[src/rtl/traffic_pkg.sv]
// Shared codes, default durations and state encoding for the traffic interval timer.
package traffic_pkg;

    // Interval select codes (11 falls back to base)
    localparam logic [1:0] INT_BASE = 2'b00;
    localparam logic [1:0] INT_EXT  = 2'b01;
    localparam logic [1:0] INT_YEL  = 2'b10;

    // Duration register select codes for programming writes
    localparam logic [1:0] SEL_BASE = 2'b00;
    localparam logic [1:0] SEL_EXT  = 2'b01;
    localparam logic [1:0] SEL_YEL  = 2'b10;
    localparam logic [1:0] SEL_RSVD = 2'b11;

    // Power-on durations, in seconds
    localparam int unsigned DEF_T_BASE = 6;
    localparam int unsigned DEF_T_EXT  = 3;
    localparam int unsigned DEF_T_YEL  = 2;

    typedef enum logic [1:0] {
        IDLE   = 2'b00,
        COUNT  = 2'b01,
        EXPIRE = 2'b10
    } timer_state_e;

endpackage

[src/rtl/tick_prescaler.sv]
// Clearable modulo-TICK_DIV counter producing a one-cycle tick on wrap.
module tick_prescaler #(
    parameter int unsigned TICK_DIV = 100_000_000
) (
    input  logic clk,
    input  logic reset_n,
    input  logic clr,
    input  logic en,
    output logic tick_c
);

    localparam int unsigned CNT_W = (TICK_DIV > 1) ? $clog2(TICK_DIV) : 1;
    localparam logic [CNT_W-1:0] CNT_MAX = CNT_W'(TICK_DIV - 1);

    logic [CNT_W-1:0] cnt_q;
    logic [CNT_W-1:0] cnt_d;

    assign tick_c = en && (cnt_q == CNT_MAX);

    // Next count: clear wins, held at zero while disabled, wraps at TICK_DIV-1
    always_comb begin
        cnt_d = cnt_q;
        if (clr || !en) begin
            cnt_d = '0;
        end else if (cnt_q == CNT_MAX) begin
            cnt_d = '0;
        end else begin
            cnt_d = cnt_q + CNT_W'(1);
        end
    end

    // Counter register
    always_ff @(posedge clk or negedge reset_n) begin
        if (!reset_n) begin
            cnt_q <= '0;
        end else begin
            cnt_q <= cnt_d;
        end
    end

endmodule

[src/rtl/traffic_interval_timer.sv]
// Programmable phase-duration registers and seconds countdown for the traffic sequencer.
module traffic_interval_timer
    import traffic_pkg::*;
#(
    parameter int unsigned TICK_DIV = 100_000_000,
    parameter int unsigned VAL_W    = 4,
    parameter int unsigned T_BASE   = DEF_T_BASE,
    parameter int unsigned T_EXT    = DEF_T_EXT,
    parameter int unsigned T_YEL    = DEF_T_YEL
) (
    input  logic             clk,
    input  logic             reset_n,
    input  logic             prog_sync,
    input  logic [1:0]       time_param_sel,
    input  logic [VAL_W-1:0] time_value,
    input  logic             start_timer,
    input  logic [1:0]       interval,
    output logic             expired,
    output logic             one_hz,
    output logic [VAL_W-1:0] remaining,
    output logic             busy
);

    localparam logic [VAL_W-1:0] RST_BASE = VAL_W'(T_BASE);
    localparam logic [VAL_W-1:0] RST_EXT  = VAL_W'(T_EXT);
    localparam logic [VAL_W-1:0] RST_YEL  = VAL_W'(T_YEL);

    logic [VAL_W-1:0] base_q, base_d;
    logic [VAL_W-1:0] ext_q,  ext_d;
    logic [VAL_W-1:0] yel_q,  yel_d;

    timer_state_e     state_q, state_d;
    logic [VAL_W-1:0] remaining_q, remaining_d;
    logic             expired_q, expired_d;
    logic             one_hz_q, one_hz_d;
    logic             busy_q, busy_d;

    logic             pre_clr_c;
    logic             pre_en_c;
    logic             tick_c;
    logic [VAL_W-1:0] sel_dur_c;

    assign pre_en_c = (state_q == COUNT);

    tick_prescaler #(
        .TICK_DIV (TICK_DIV)
    ) u_prescaler (
        .clk     (clk),
        .reset_n (reset_n),
        .clr     (pre_clr_c),
        .en      (pre_en_c),
        .tick_c  (tick_c)
    );

    // Duration register writes; a zero value restores that register's default
    always_comb begin
        base_d = base_q;
        ext_d  = ext_q;
        yel_d  = yel_q;
        if (prog_sync) begin
            case (time_param_sel)
                SEL_BASE: base_d = (time_value == '0) ? RST_BASE : time_value;
                SEL_EXT:  ext_d  = (time_value == '0) ? RST_EXT  : time_value;
                SEL_YEL:  yel_d  = (time_value == '0) ? RST_YEL  : time_value;
                default:  ;
            endcase
        end
    end

    // Duration selected for a start request; the reserved code runs the base interval
    always_comb begin
        sel_dur_c = base_q;
        case (interval)
            INT_EXT: sel_dur_c = ext_q;
            INT_YEL: sel_dur_c = yel_q;
            default: sel_dur_c = base_q;
        endcase
    end

    // Next state and registered outputs: program abort, then start/restart, then countdown
    always_comb begin
        state_d     = state_q;
        remaining_d = remaining_q;
        one_hz_d    = 1'b0;
        pre_clr_c   = 1'b0;
        if (prog_sync) begin
            state_d     = IDLE;
            remaining_d = '0;
            pre_clr_c   = 1'b1;
        end else if (start_timer) begin
            state_d     = COUNT;
            remaining_d = sel_dur_c;
            pre_clr_c   = 1'b1;
        end else begin
            case (state_q)
                COUNT: begin
                    if (tick_c) begin
                        one_hz_d    = 1'b1;
                        remaining_d = remaining_q - VAL_W'(1);
                        if (remaining_q == VAL_W'(1)) begin
                            state_d = EXPIRE;
                        end
                    end
                end
                EXPIRE:  state_d = IDLE;
                default: state_d = IDLE;
            endcase
        end
        expired_d = (state_d == EXPIRE);
        busy_d    = (state_d == COUNT);
    end

    // State, countdown, duration and output registers
    always_ff @(posedge clk or negedge reset_n) begin
        if (!reset_n) begin
            state_q     <= IDLE;
            remaining_q <= '0;
            expired_q   <= 1'b0;
            one_hz_q    <= 1'b0;
            busy_q      <= 1'b0;
            base_q      <= RST_BASE;
            ext_q       <= RST_EXT;
            yel_q       <= RST_YEL;
        end else begin
            state_q     <= state_d;
            remaining_q <= remaining_d;
            expired_q   <= expired_d;
            one_hz_q    <= one_hz_d;
            busy_q      <= busy_d;
            base_q      <= base_d;
            ext_q       <= ext_d;
            yel_q       <= yel_d;
        end
    end

    assign expired   = expired_q;
    assign one_hz    = one_hz_q;
    assign remaining = remaining_q;
    assign busy      = busy_q;

endmodule

[config.mk]
export PLATFORM = sky130hd
export DESIGN_NAME = traffic_interval_timer
export DESIGN_NICKNAME = d
export VERILOG_FILES = /design/src/rtl/traffic_pkg.sv /design/src/rtl/tick_prescaler.sv /design/src/rtl/traffic_interval_timer.sv
export SDC_FILE = /design/constraint.sdc
export NUM_CORES = 1
export LEC_CHECK = 0
export ABC_AREA = 1
export ABC_CLOCK_PERIOD_IN_PS = 3200
export CELL_PAD_IN_SITES_DETAIL_PLACEMENT = 1
export CELL_PAD_IN_SITES_GLOBAL_PLACEMENT = 1
export CORE_MARGIN = 1.5
export CORE_UTILIZATION = 25
export CTS_CLUSTER_SIZE = 30
export DETAILED_ROUTE_END_ITERATION = 7
export PLACE_DENSITY = 0.6
export SYNTH_ARGS = -nofsm -noshare
export SYNTH_HDL_FRONTEND = slang
export SYNTH_HIERARCHICAL = 1
export SYNTH_SLANG_ARGS = --single-unit
[constraint.sdc]
create_clock -name clk -period 3.2 [get_ports clk]
set_input_delay 0.64 -clock clk [delete_from_list [all_inputs] [get_ports clk]]
set_output_delay 0.64 -clock clk [all_outputs]
set_load 0.03 [all_outputs]
==> results of run 1 <==
## per-layer routing
layer | track usage [%] | vias up
li1 | - | 1174
met1 | 15.78 | 1132
met2 | 24.57 | 23
met3 | 2.510 | 4
met4 | 3.102 | 0
met5 | 0 | -
## kinds of logic (layout without fill, tap and decap cells)
kind of cell    count (synthesis)  in the layout
buf+inv                        43             69
xor+xnor                       14             14
simple gates                  222            222
compound gates                 28             28
fa+ha+maj                       5              5
flops                          48             48
## area by class of cell
| class | instances | area share (%) |
|---|---|---|
| repair buffers | 21 | 6.122 |
| multi-input cells | 269 | 43.51 |
| well taps | 140 | 5.424 |
| clock buffers | 7 | 2.673 |
| clock inverters | 1 | 0.2325 |
| flip-flops and latches | 48 | 37.39 |
| inverters | 40 | 4.649 |
## registers in the layout, indices dropped and copies added, names as in the netlist, 2 cells and up
signal	flops
base_q	4
ext_q	4
remaining	4
state_q	2
u_prescaler/cnt_q	27
yel_q	4
## worst register-to-register path, stage by stage, from the launching register on
cell     delay (ns)
dfrtp_1        0.47
ha_1           0.22
nand2_1        0.11
nor2_4         0.14
nand2_4        0.12
inv_1          0.10
nand2_1        0.08
nor3_1         0.22
nand3_1        0.23
nand2_1        0.18
inv_2          0.07
nand2_1        0.06
o21ai_1        0.07
## Yosys cell counts (all sizes together) (3+ instances only)
cell type / count
a21oi: 15
and2: 5
buf: 3
dfrtp: 43
dfstp: 5
ha: 5
inv: 40
nand2: 107
nand3: 30
nand4: 3
nor2: 72
o21ai: 9
xnor2: 6
xor2: 8
## through the flow
stage / worst slack [ns] / area, sq um / hold slack (ns)
after floorplan: 1.414 / 2799 / 0.3444
after global placement: 0.9435 / 3136 / 0.4564
after detailed placement: 0.9063 / 3136 / 0.4593
after CTS: 0.9823 / 3229 / 0.2822
after global routing: 0.7635 / 3229 / 0.2890
final: 1.013 / 3229 / 0.2711
## worst max path at each step
stage | from | endpoint | slack, ns | depth (start not counted)
finish | u_prescaler/cnt_q[0]$_DFF_PN0_ | remaining[1]$_DFFE_PN0P_ | 1.01 | 12
global route | u_prescaler/cnt_q[0]$_DFF_PN0_ | remaining[1]$_DFFE_PN0P_ | 0.76 | 11
CTS | u_prescaler/cnt_q[0]$_DFF_PN0_ | remaining[1]$_DFFE_PN0P_ | 0.98 | 12
detailed placement | prog_sync | u_prescaler/cnt_q[25]$_DFF_PN0_ | 0.91 | 7
floorplan | u_prescaler/cnt_q[0]$_DFF_PN0_ | remaining[0]$_DFFE_PN0P_ | 1.41 | 12
global placement | prog_sync | u_prescaler/cnt_q[25]$_DFF_PN0_ | 0.94 | 7
## where the power goes
| part | switching, mW | internal (mW) | total (mW) |
|---|---|---|---|
| clock network | 0.216 | 0.176 | 0.392 |
| logic | 0.0981 | 0.0632 | 0.161 |
| registers | 0.0229 | 0.646 | 0.669 |
==> qor_table.md, run 1 <==
| Parameter | Value |
|---|---|
| Highest routing layer actually used | met4 |
| Power per Cell Area | 378.6 mW/mm^2 |
| Least-Margin Pin Slew | 0.4889 ns |
| Maximum fanout along the worst path | 5 |
| Most used DFF post-synth | dfrtp_1 |
| Seq/Total Area, Yosys | 43.14% |
| Most frequent standard cell in the layout excluding fill and tap cells | nand2_1 |
| P_leak | 1.347 nW |
| Dominant cells by area after synthesis | dfrtp_1, nand2_1, nor2_1 |
| Synth Area per Inst | 7.775 sq um |
| Total of cells resized after clock tree synthesis | 0 |
| Count of H-tree levels built during CTS | 2 |
| Number of antenna violations at the first check in global routing | 0 |
| Maximum clock path buffer count | 2 |
| Die Area | 0.01184 sq mm |
| Via count of the first global-routing pass | 2535 |
| Iteration-0 DRC Markers | 68 |
| TritonCTS Sinks | 48 |
| Arrival time at the worst endpoint | 2.38 ns |
| Number of buffers and inverters on the critical path | 2 |
| Setup Buffers After CTS | 0 |
| Netlist area before placement | 0.002799 sq mm |
| TritonCTS Buffers | 5 |
| Area share of and/or/nand/nor cells after synthesis | 38.13% |
| Root buffer cell | clkbuf_8 |
| Antenna viol nets, final | 0 |
| Unrepaired setup endpoints after global routing | false |
| Final Max Slew Viols | 0 |
| Terminus of the critical flop-to-flop path | remaining[1]$_DFFE_PN0P_ |
| Delay-heaviest family, CP | simple AND/OR/NAND/NOR gates |
| Max Clock Skew | 0.005168 ns |
| Number of cell rows | 38 |
| TritonCTS clock tree | yes |
| Maximum Capacitance Violations | 0 |
| Gate count of the mapped netlist | 360 |
| Net count of the mapped netlist | 377 |
| Flop-to-flop setup slack | 1.01 ns |
| Net count reported at finish | 402 |
| Clock transition time at the flip-flop clock pins of the worst setup and hold paths | 0.09 ns |
| Overall Global Routing Usage | 13.29% |
| Initial Util | 25.71% |
| Dominant combinational cell family by area after synthesis | simple AND/OR/NAND/NOR gates |
| Critical Path Source Type | flip-flop |
| Proportion of register bits with asynchronous set or reset after synthesis | 100.0% |
| Clock insertion delay at the later pin of the skew report | 0.31 ns |
| Wire length of the first global-routing pass | 12.18 mm |
| Post-Synth Adder-Cell Area | 2.235% |
| Number of enable flip-flop cells after synthesis | 0 |
| DRC Markers | 0 |
| Count of boundary I/O pins | 19 |
| Met3 wire length | 147 um |
| Required time of the worst setup path | 3.39 ns |
| Routability congestion estimate | 0.7711 |
| Placeable core region | 0.01089 sq mm |
| Cell occurring most often along the worst timing path | nand2_1 |
| Beginning of the worst register-to-register path | u_prescaler/cnt_q[0]$_DFF_PN0_ |
| Number of filler instances in the final layout | 1325 |
| Via count | 2333 |
| Mux share of post-synthesis cell area | 0% |
| Critical path start-end classification | reg -> reg |
| Setup TNS after final layout | 0 ns |
| Total power of the final layout | 1.223 mW |
| Run status | finished, final reports clean |
| Post-layout minimum cycle time | 2.187 ns |
| Kind of path behind the tightest hold check | in -> async |
| Wire length the detailed router placed on met1 | 3.302 mm |
| Fraction of the mapped netlist area in compound gates | 5.454% |
| Fraction of the core area covered by cells at the end of the flow | 29.66% |
| Final routed wirelength across all metal layers | 7.122 mm |
| Worst reg-to-reg path cell count | 12 |
| Total number of yosys warnings | 6 |
| Worst slew slack as a fraction of its limit | 67.30% |
| Height of the die | 108.8 um |
| Highest-count cells in the layout ignoring fill and taps | nand2_1, nor2_1, dfrtp_1 |
| Xor and xnor fraction of the mapped netlist area | 4.381% |
| Element type at the critical path end | flip-flop |
| Flip-flop and latch count after synthesis | 48 |
| Standard cell with the maximum stage delay on the critical path | dfrtp_1 |
| Port Buf Inserts | 18 |
| Pin count of the biggest net entering global routing | 21 |
| Count of hold-fix buffers inserted at cts | 0 |
| Routed length on met2 | 3.622 mm |
| Global-route congestion overflow total | 0 |
| HPWL after DPL | 5.563 mm |
| Post-detailed-route via-to-cell ratio | 4.435 |
| Ratio of cells with drive above 1 in the final layout | 13.99% |
| Final setup vio count | 0 |
| Routed wirelength normalized by instance count | 13.54 um |
| DP Cell Count | 518 |
| Cell breakdown of the critical path | ha_1 > nand2_1 > nor2_4 > nand2_4 > inv_1 > nand2_1 > nor3_1 > nand3_1 > nand2_1 > inv_2 > nand2_1 > o21ai_1 |
| Non-Filler Instances | 526 |
| Max incr delay on CP | 0.47 ns |
| Relative area change from synthesis to final layout | 15.38% |
| Maximum operating frequency | 457.3 MHz |
| Synth cell types | 31 |
| Area occupied by registers | 0.001207 sq mm |
| Area taken by multi-input logic gates | 0.001405 sq mm |
| Diode insertion count for antenna repair | 0 |
| Final Hold Fails | 0 |
| Area share of the leading cell type in the synthesized netlist | 38.44% |
| Post-synth top area cell | dfrtp_1 |
| Peak supply drop | 0.1687 mV |
| Die Wd | 108.8 um |
| Number of detailed-routing iterations run before antenna repair | 4 |
| Period Utilization, post-route | 68.34% |
(Power assumes the default switching activity.)
==> run 2, diff against run 1 <==
- ABC_CLOCK_PERIOD_IN_PS: 3200 -> 2009
- PLACE_DENSITY: 0.6 -> 0.62
- clock period: 3.2 -> 2.01 ns (I/O delays scaled with it)
==> run 2 against run 1 <==
  * Clock power grew 64%
  * Combinational power grew 66%
  * Clock-buffer cell count shrank 1
  * Non-clock buffer count grew 7
  * Wire length shrank 3.1%
  * Final area grew 2.8%
  * Sequential share of layout area shrank 1.0 points
  * Global-route usage shrank 0.46 points
  * Total power grew 62%
  * Critical path type is now reg -> out
  * Largest cell class unchanged
  * Largest power group unchanged
==> qor_table.md, run 2 (synthesis gave the netlist of run 1 again) <==
| Parameter | Value | vs previous |
|---|---|---|
| Final Max Slew Viols | 0 | unchanged |
| Iteration-0 DRC Markers | 56 | was 68 |
| Run status | finished, final reports clean | unchanged |
| TritonCTS clock tree | yes | unchanged |
| Pre-CTS WS | 0.05308 ns | was 0.9063 ns |
| Routability congestion estimate | 0.7864 | was 0.7711 |
| Flop-to-flop setup slack | 0.26 ns | was 1.01 ns |
| Cell breakdown of the critical path | clkdlybuf4s50_1 | was ha_1 > nand2_1 > nor2_4 > nand2_4 > inv_1 > nand2_1 > nor3_1 > nand3_1 > nand2_1 > inv_2 > nand2_1 > o21ai_1 |
| Routed wirelength normalized by instance count | 12.95 um | was 13.54 um |
| Number of cell rows | 38 | unchanged |
| Period Utilization, post-route | 92.49% |  |
| Max incr delay on CP | 0.70 ns | was 0.47 ns |
| Via count of the first global-routing pass | 2411 | was 2535 |
| Non-Filler Instances | 533 | was 526 |
| Clock transition time at the flip-flop clock pins of the worst setup and hold paths | 0.10 ns | was 0.09 ns |
| Final setup vio count | 0 | unchanged |
| Non-Filler Cell Area, Final | 0.003319 sq mm | was 0.003229 sq mm |
| DRC Markers | 0 | unchanged |
| Root buffer cell | clkbuf_8 | unchanged |
| TritonCTS Buffers | 5 | unchanged |
| Post-detailed-route via-to-cell ratio | 4.371 | was 4.435 |
| Pin count of the biggest net entering global routing | 49 | was 21 |
| Net count reported at finish | 409 | was 402 |
| Critical path start-end classification | reg -> out | was reg -> reg |
| Worst reg-to-reg path cell count | 12 | unchanged |
| Worst slew slack as a fraction of its limit | 78.92% | was 67.30% |
| Die Wd | 108.8 um | unchanged |
| Standard cell with the maximum stage delay on the critical path | clkdlybuf4s50_1 | was dfrtp_1 |
| Final Hold Fails | 0 | unchanged |
| DP Cell Count | 525 | was 518 |
| Via count | 2330 | was 2333 |
| Port Buf Inserts | 18 | unchanged |
| Initial Util | 25.71% | unchanged |
| TritonCTS Sinks | 48 | unchanged |
| Dpl cell area | 0.003213 sq mm | was 0.003136 sq mm |
| Number of antenna violations at the first check in global routing | 0 | unchanged |
| Unrepaired setup endpoints after global routing | false | unchanged |
| Global-route congestion overflow total | 0 | unchanged |
| Power per Cell Area | 594.9 mW/mm^2 | was 378.6 mW/mm^2 |
| Setup Buffers After CTS | 0 | unchanged |
| HPWL after DPL | 5.428 mm | was 5.563 mm |
| Ratio of cells with drive above 1 in the final layout | 16.28% | was 13.99% |
| Post-layout minimum cycle time | 1.859 ns |  |
| Number of buffers and inverters on the critical path | 1 | was 2 |
| Critical Path Source Type | flip-flop | unchanged |
| Height of the die | 108.8 um | unchanged |
| Die Area | 0.01184 sq mm | unchanged |
| Relative area change from synthesis to final layout | 18.60% | was 15.38% |
| Count of H-tree levels built during CTS | 2 | unchanged |
| Arrival time at the worst endpoint | 1.46 ns | was 2.38 ns |
| P_leak | 1.399 nW | was 1.347 nW |
| Fraction of the core area covered by cells at the end of the flow | 30.49% | was 29.66% |
| Number of detailed-routing iterations run before antenna repair | 4 | unchanged |
| Max reg flops | 27 | unchanged |
| Least-Margin Pin Slew | 0.3151 ns | was 0.4889 ns |
| Final routed wirelength across all metal layers | 6.900 mm | was 7.122 mm |
| Most frequent standard cell in the layout excluding fill and tap cells | nand2_1 | unchanged |
| Final worst-path setup slack | 0.1509 ns | was 1.013 ns |
| Antenna viol nets, final | 0 | unchanged |
| Kind of path behind the tightest hold check | in -> async | unchanged |
| Stages on the worst setup path | 1 | was 12 |
| Highest-count cells in the layout ignoring fill and taps | nand2_1, nor2_1, dfrtp_1 | unchanged |
| Beginning of the worst register-to-register path | u_prescaler/cnt_q[1]$_DFF_PN0_ | was u_prescaler/cnt_q[0]$_DFF_PN0_ |
| Overall Global Routing Usage | 12.83% | was 13.29% |
| Clock insertion delay at the later pin of the skew report | 0.32 ns | was 0.31 ns |
| Maximum fanout along the worst path | 5 | unchanged |
| Peak supply drop | 0.2515 mV | was 0.1687 mV |
| Diode insertion count for antenna repair | 0 | unchanged |
| Wire length of the first global-routing pass | 11.90 mm | was 12.18 mm |
| Register bank with the most flops | u_prescaler/cnt_q | unchanged |
| Maximum clock path buffer count | 2 | unchanged |
| Maximum operating frequency | 537.9 MHz |  |
| Worst Setup SP | remaining[2]$_DFFE_PN0P_ | was u_prescaler/cnt_q[0]$_DFF_PN0_ |
| Max Clock Skew | 0.01234 ns | was 0.005168 ns |
| Required time of the worst setup path | 1.61 ns | was 3.39 ns |
| Maximum Capacitance Violations | 0 | unchanged |
| Count of boundary I/O pins | 19 | unchanged |
| Placeable core region | 0.01089 sq mm | unchanged |
| Element type at the critical path end | primary output | was flip-flop |
| Critical Path End | remaining[2] | was remaining[1]$_DFFE_PN0P_ |
| Delay-heaviest family, CP | buffers and inverters | was simple AND/OR/NAND/NOR gates |
| Terminus of the critical flop-to-flop path | remaining[0]$_DFFE_PN0P_ | was remaining[1]$_DFFE_PN0P_ |
| Setup TNS after final layout | 0 ns | unchanged |
run 2: changes by cell type in the layout (fill, tap and decap cells not counted), sizes merged:
| cell | change |
|---|---|
| clkinvlp | -1 |
| clkinv | +1 |
| inv | +1 |
| clkbuf | -1 |
| buf | +7 |
run 2: how the worst min path moves through the flow:
stage / from / end / slack (ns) / cells past startpoint
floorplan: reset_n / base_q[0]$_DFFE_PN0P_ / 0.11 / 0
CTS: reset_n / u_prescaler/cnt_q[19]$_DFF_PN0_ / 0.06 / 2
global route: reset_n / yel_q[2]$_DFFE_PN0P_ / 0.07 / 2
finish: reset_n / u_prescaler/cnt_q[19]$_DFF_PN0_ / 0.06 / 2
detailed placement: reset_n / u_prescaler/cnt_q[5]$_DFF_PN0_ / 0.42 / 2
global placement: reset_n / u_prescaler/cnt_q[5]$_DFF_PN0_ / 0.42 / 2
run 2: power by group:
part / switching, mW / internal (mW)
Clock: 0.359 / 0.282
Sequential: 0.0365 / 1.03
Combinational: 0.161 / 0.107
run 2: cell type report:
cell class                 instances  area (sq um)
fill                            1315          7569
clock inverter                     2         13.76
inverter                          40         150.1
tap                              140         175.2
sequential                        48          1207
timing repair buffer              28         275.3
multi-input combinational        269          1415
clock buffer                       6         82.58
run 2: timing repair:
item	in CTS	in global routing
setup endpoints to repair	0	4
gates resized for setup	0	2
hold buffers	0	0
run 2: routing by layer:
| metal | GRT usage [%] | wire length (um) | up-vias |
|---|---|---|---|
| li1 | - | - | 1185 |
| met1 | 16.93 | 3347 | 1110 |
| met2 | 21.38 | 3305 | 28 |
| met3 | 2.750 | 181 | 7 |
| met4 | 3.102 | 65 | 0 |
| met5 | 0 | 0 | - |
run 2: stage by stage:
| stage | hold slack, ns | total power, mW |
|---|---|---|
| 2_1_floorplan | 0.1064 | 1.236 |
| 3_3_place_gp | 0.4190 | 1.350 |
| 3_5_place_dp | 0.4166 | 1.358 |
| 4_1_cts | 0.06489 | 2.015 |
| 5_1_grt | 0.07316 | 2.089 |
| 6_report | 0.05604 | 1.975 |
==> run 3, diff against run 2 <==
- SKIP_LAST_GASP: not set -> 1
==> results of run 3 <==
Final layout, timing and power as in run 2 (identical DEF).
